$ cat src/rtl/rotary_accumulator.sv
// Rotary-wheel accumulator: detent events step a saturating value, faster spins take bigger steps,
// and every value change is offered to a consumer through a single-entry valid/ready report slot.
module rotary_accumulator #(
    parameter int WIDTH       = 8,
    parameter int MAX_VALUE   = 255,
    parameter int RESET_VALUE = 0,
    parameter int FAST_WINDOW = 2500000,
    parameter int FAST_STEP   = 4
) (
    input  logic             clk,
    input  logic             rst,
    input  logic             rotary_event,
    input  logic             rotary_left,
    input  logic             load,
    input  logic [WIDTH-1:0] load_value,
    output logic [WIDTH-1:0] value,
    output logic             out_valid,
    input  logic             out_ready,
    output logic [WIDTH-1:0] out_data,
    output logic             saturated
);

    // state | meaning
    // IDLE  | no report outstanding, out_valid low
    // PEND  | report outstanding, out_data holds the latest changed value
    typedef enum logic {IDLE, PEND} state_t;

    localparam int GAP_W = (FAST_WINDOW > 0) ? $clog2(FAST_WINDOW + 1) : 1;
    localparam logic [GAP_W-1:0] GAP_MAX     = GAP_W'(FAST_WINDOW);
    localparam logic [WIDTH:0]   MAX_EXT     = (WIDTH+1)'(MAX_VALUE);
    localparam logic [WIDTH:0]   FAST_EXT    = (WIDTH+1)'(FAST_STEP);
    localparam logic [WIDTH-1:0] MAX_W       = WIDTH'(MAX_VALUE);
    localparam logic [WIDTH-1:0] RESET_W     = WIDTH'(RESET_VALUE);

    state_t           state;
    logic [GAP_W-1:0] gap;

    logic             event_taken;
    logic [WIDTH:0]   step;
    logic [WIDTH:0]   value_ext;
    logic [WIDTH:0]   moved;
    logic [WIDTH-1:0] load_clamped;
    logic [WIDTH-1:0] next_value;
    logic             blocked;
    logic             changed;
    logic             transfer;

    // A load in the same cycle swallows the wheel event entirely.
    assign event_taken  = rotary_event && !load;
    assign step         = (gap < GAP_MAX) ? FAST_EXT : (WIDTH+1)'(1);
    assign value_ext    = {1'b0, value};
    assign load_clamped = (load_value > MAX_W) ? MAX_W : load_value;
    assign transfer     = out_valid && out_ready;

    always_comb begin
        moved = value_ext;
        if (rotary_left) begin
            moved = (value_ext < step) ? '0 : value_ext - step;
        end else begin
            moved = value_ext + step;
            if (moved > MAX_EXT) moved = MAX_EXT;
        end
    end

    always_comb begin
        next_value = value;
        if (load)
            next_value = load_clamped;
        else if (event_taken)
            next_value = moved[WIDTH-1:0];
    end

    assign blocked = event_taken && (rotary_left ? (value == '0) : (value == MAX_W));
    assign changed = (next_value != value);

    always_ff @(posedge clk) begin
        if (rst) begin
            value     <= RESET_W;
            out_data  <= RESET_W;
            state     <= IDLE;
            out_valid <= 1'b0;
            saturated <= 1'b0;
            gap       <= GAP_MAX;
        end else begin
            value     <= next_value;
            saturated <= blocked;

            if (event_taken)
                gap <= '0;
            else if (gap < GAP_MAX)
                gap <= gap + 1'b1;

            case (state)
                IDLE: begin
                    if (changed) begin
                        state     <= PEND;
                        out_valid <= 1'b1;
                        out_data  <= next_value;
                    end
                end
                PEND: begin
                    // A fresh change always wins over retiring the current report.
                    if (changed) begin
                        out_data <= next_value;
                    end else if (transfer) begin
                        state     <= IDLE;
                        out_valid <= 1'b0;
                    end
                end
                default: begin
                    state     <= IDLE;
                    out_valid <= 1'b0;
                end
            endcase
        end
    end

endmodule

$ cat config.mk
export PLATFORM = sky130hd
export DESIGN_NAME = rotary_accumulator
export DESIGN_NICKNAME = d
export VERILOG_FILES = /design/src/rtl/rotary_accumulator.sv
export SDC_FILE = /design/constraint.sdc
export NUM_CORES = 1
export LEC_CHECK = 0
export BUFFER_PORTS_ARGS = -buffer_cell sky130_fd_sc_hd__buf_2
export CORE_AREA = 5 5 97 99
export CTS_BUF_LIST = sky130_fd_sc_hd__clkbuf_4 sky130_fd_sc_hd__clkbuf_8
export DETAILED_ROUTE_END_ITERATION = 10
export DIE_AREA = 0 0 102 104
export SYNTH_ARGS = -nofsm -noshare
export SYNTH_HDL_FRONTEND = slang
export SYNTH_SLANG_ARGS = --single-unit
$ cat constraint.sdc
create_clock -name clk -period 4.9 [get_ports clk]
set_clock_uncertainty 0.05 [all_clocks]
set_input_delay 0.735 -clock clk [delete_from_list [all_inputs] [get_ports clk]]
set_output_delay 0.735 -clock clk [all_outputs]
set_load 0.02 [all_outputs]
== Yosys cells after proc, flatten, opt, wreduce, memory -nomap -nowiden ==
Index checks and enable logic that the tools add are counted.
Word-level totals
  register bits: 41
  bits of input ports: 14
  word-level logic and storage cells: 47
Operators by class
  add/sub/neg operators: 3
  $lt $le $gt $ge: 4
  equality and inequality tests: 5
  muxes and demuxes: 19
  bitwise gates (word level): 1
  reduce and logical (&&, ||, !) cells: 8
Operators with widths (number)
  two-way mux 8 bit: 7
  two-way mux 22 bit: 2
  adder 22 x 1 -> 22 bit, second input constant: 1
  < comparator 22 bit, second input constant: 1
  adder 8 x 3 -> 9 bit: 1
  > comparator 9 x 8 -> 1 bit, second input constant: 1
  == test 8 bit, second input constant: 1
  > comparator 8 bit, second input constant: 1
  zero test 8 bit: 1
  < comparator 8 x 3 -> 1 bit: 1
  != test 8 bit: 1
  subtractor 8 x 3 -> 8 bit: 1
  two-way mux 1 bit: 7
  != test 2 bit, second input constant: 2
  case mux 1 bit (2 select lines): 2
  logical AND 1 bit: 3
  two-way mux 3 bit: 1
  AND reduction 3 bit: 1
  != test 2 x 1 -> 1 bit, second input constant: 1
  nonzero test 2 bit: 1
  OR reduction 2 bit: 1
  zero test 1 bit: 1
  inverter 1 bit: 1

== Longest topological paths before layout ==
  word-level depth: 11
  depth in mapped cells: 16
  mapped depth without buffers: 15

== Worst setup path before layout ==
OpenSTA, ideal clock, no wires.
  path type: reg2reg
  from: register gap[5]
  to: register out_data[0]
  setup time: 0.121 ns
  arrival time: 4.095 ns
  data required time: 4.729 ns
  slack: 0.634 ns
  cell stages (with the launch flop): 16
  period minus slack after synthesis: 4.266 ns
  path through: dfxtp_1 -> o211ai_1 -> a21oi_1 -> o31ai_1 -> a21oi_1 -> o31ai_1 -> inv_1 -> ha_1 -> buf_4 -> nand2b_4 -> a211oi_2 -> nor2_1 -> o311a_1 -> a211o_1 -> nor4_4 -> mux2_2
Between the ends
  cells in the longest elaborated chain, start to end: 9
  elaborated cells on any way between the ends: 13
  those cells by class: add/sub (2); order compare (3); eq/ne (1); mux (7)
RTL lines
  start: declaration: RTL line 36  | logic [GAP_W-1:0] gap;
  start signal: assignment: RTL line 91  | gap <= gap + 1'b1;
  < comparator 22 bit *: RTL line 50  | assign step = (gap < GAP_MAX) ? FAST_EXT : (WIDTH+1)'(1);
  two-way mux 3 bit *: RTL line 50
  adder 8 x 3 -> 9 bit: RTL line 60  | moved = value_ext + step;
  > comparator 9 x 8 -> 1 bit: RTL line 61  | if (moved > MAX_EXT) moved = MAX_EXT;
  two-way mux 8 bit: RTL line 61
  two-way mux 8 bit *: RTL line 57  | if (rotary_left) begin
  two-way mux 8 bit *: RTL line 69  | else if (event_taken)
  two-way mux 8 bit *: RTL line 67  | if (load)
  != test 8 bit / two-way mux 8 bit (equally long branches): RTL line 74, 95, 103
  end signal: assignment: RTL line 98  | out_data <= next_value;
  end signal: assignment: RTL line 104  | out_data <= next_value;
  end: declaration: RTL line 19  | output logic [WIDTH-1:0] out_data,
Mark *: on every way between the ends. The rest lies on a longest branch, timed or not. The select of a mux whose other input is x is not followed.
A chain may end at the register's enable or synchronous reset.

== Worst setup path in the final report ==
  from: register gap[5]
  to: register out_data[1]
Same word-level chain as after synthesis.

==> results.tsv <==
metric	value	unit
status	completed	
async_reset_ff_share	0	%
drc	0	
synthesis.area	0.00272	sq mm
worstPathArrival	4.68	ns
grt_use_total	13.7	%
synth.top_cells.by_count	41 x dfxtp_1, 30 x nor2_1, 23 x nand2_1, 17 x a21oi_1, 17 x xnor2_1	
fp.dieW	102	microns
period_needed	4.55	ns
vias	2555	
worst_setup_path_end_kind	flip-flop	
die_y	104	microns
diodes	0	
io_buffers	31	
clk_latency	0.29	ns
synth.most_common_cell	dfxtp_1	
ir_drop	0.196	mV
grt_pass1_wl	12000	microns
synthDistinctLibCells	57	
met3WireLength	437	microns
rr_startpoint	gap[5]$_SDFFE_PP1P_	
overflow	0	
cts_buffers	5	
yosysTopAreaCell	dfxtp_1	
drv_cap	0	
cts-hold-fix-buffers	0	
min_from	state$_SDFF_PP0_	
power_density	282	mW/mm^2
slew_headroom	43.0	%
synth.ff_latch_count	41	
worst-slew-pin-transition	0.833	ns
wire_per_inst	15.1	microns
fin_total_pwr	0.000858	W
cts_num_sinks	41	
rows	34	
drtIter0Drc	348	
grt_max_degree	29	
clock.fmax	220	MHz
nets	379	
drt-total-wl	7040	microns
gp_congestion	0.929	
rsz0062_at_grt	no	
worstHoldPathType	flip-flop to flip-flop	
critical_path_class	flip-flop to flip-flop	
start_kind	flip-flop	
nFillCells	885	
fin_cells	466	
ys.flop_type	dfxtp_1	
slew_violations	0	
ant_nets	0	
p_leak	1.18	nW
areaGrowthSynthToFinish	11.8	%
synth_top_area_share	30.2	%
post_cts_buffers	0	
ctsLongestPathBuffers	2	
critPathLaunch	gap[5]$_SDFFE_PP1P_	
setup-tns-final	0	ns
finalSetupViolations	0	
via_per_inst	5.48	
antenna_found_initial	0	
dp_hpwl	5140	microns
syn_avg_cell_area	8.09	sq um
syn_inst	336	
path_clk_slew	0.07	ns
design.core.area	0.00847	sq mm
placed_cells	459	
yosysWarnings	0	
hold_viol_final	0	
cts_tree	yes	
clockRootBuffer	clkbuf_8	
wl_met2	3130	microns
maxUsedRoutingLayer	met4	
final_core_utilization	35.9	%
start_util	32.1	%
cts_resized	0	
synth_nets	357	
crit_required	5.03	ns
ios	32	
drt-pass1-iter-count	4	
yosysSeqAreaShare	30.2	%
grt_pass1_vias	2455	
min_period_over_period	92.8	%
drive_gt1_share	16.2	%
die_area	0.0106	sq mm
synth_area_leaders	dfxtp_1 30%, xnor2_1 5.5%, nor2_1 4.1%	
synth_edf_count	0	
cp_max_fo	10	
cts_max_level	2	
met1_length	3390	microns
per-stage QoR:
| step | hold WS, ns | area [sq um] | setup slack (ns) |
|---|---|---|---|
| after floorplan | 0.396 | 2720 | 0.634 |
| after global placement | 0.417 | 2950 | 0.491 |
| after detailed placement | 0.414 | 2950 | 0.335 |
| after CTS | 0.424 | 3040 | 0.304 |
| after global routing | 0.459 | 3040 | 0.0220 |
| final | 0.425 | 3040 | 0.354 |
critical path, cell delays in order, from the launching register on:
cell      delay, ns
dfxtp_1        0.34
o211ai_1       0.19
a21oi_1        0.10
o31ai_1        0.36
a21oi_1        0.11
o31ai_1        0.22
buf_4          0.17
inv_1          0.07
ha_1           0.40
nand2b_4       0.21
a211oi_2       0.31
nor2_1         0.15
o311a_1        0.37
a211o_1        0.33
nor4_4         0.64
mux2_2         0.41
path summary, 6_finish.rpt:
kind / to / slack [ns] / cells after the start
worst max-delay path: out_data[1]$_SDFFE_PP0P_ / 0.35 / 15
worst min-delay path: state$_SDFF_PP0_ / 0.42 / 2
worst max register to register: out_data[1]$_SDFFE_PP0P_ / 0.35 / 15
worst min register to register: state$_SDFF_PP0_ / 0.42 / 2
logic make-up after synthesis:
logic type / count (synthesis) / share of synthesized area (%)
flops: 41 / 30.2
simple gates: 133 / 27.2
fa+ha+maj: 7 / 3.22
compound gates: 84 / 21.7
xor+xnor: 26 / 8.38
mux: 10 / 4.10
buf+inv: 35 / 5.25
final cells by class:
| type | count | area [sq um] | share of cell area [%] |
|---|---|---|---|
| clock buffers | 7 | 90.1 | 2.96 |
| inverters | 16 | 60.1 | 1.98 |
| repair buffers | 34 | 178 | 5.85 |
| multi-input cells | 260 | 1760 | 57.8 |
| well taps | 108 | 135 | 4.45 |
| flip-flops and latches | 41 | 821 | 27.0 |
sequential cells by signal, summed over array words and instances, names as in the netlist:
| name | count |
|---|---|
| value | 8 |
| out_valid | 1 |
| state | 1 |
| out_data | 8 |
| saturated | 1 |
| gap | 22 |
report_power, final:
group | total (W) | internal, W | switching [W]
Clock | 0.000231 | 0.000117 | 0.000113
Combinational | 0.000244 | 0.0000976 | 0.000147
Sequential | 0.000383 | 0.000356 | 0.0000264
layer usage:
layer	up-vias	global-route usage, %
met2	86	20.1
met3	7	2.48
met5	-	0
li1	1267	-
met4	0	4.40
met1	1195	20.2
cells in the final DEF, fill, tap and decap left out, drive strengths merged, types with 6 or more instances in the layout:
| cell type | Yosys | final |
|---|---|---|
| dfxtp | 41 | 41 |
| buf | 3 | 34 |
| nor2 | 30 | 30 |
| nand2 | 23 | 23 |
| a21oi | 17 | 17 |
| xnor2 | 17 | 17 |
| inv | 16 | 16 |
| nand4 | 13 | 13 |
| nor3 | 12 | 12 |
| nor2b | 12 | 12 |
| nand3 | 12 | 12 |
| a21o | 10 | 10 |
| xor2 | 9 | 9 |
| mux2 | 9 | 9 |
| o21ai | 9 | 9 |
| a31oi | 8 | 8 |
| ha | 7 | 7 |
| a211oi | 7 | 7 |
| clkbuf | 16 | 7 |
| o31ai | 6 | 6 |
(Power assumes the default switching activity.)
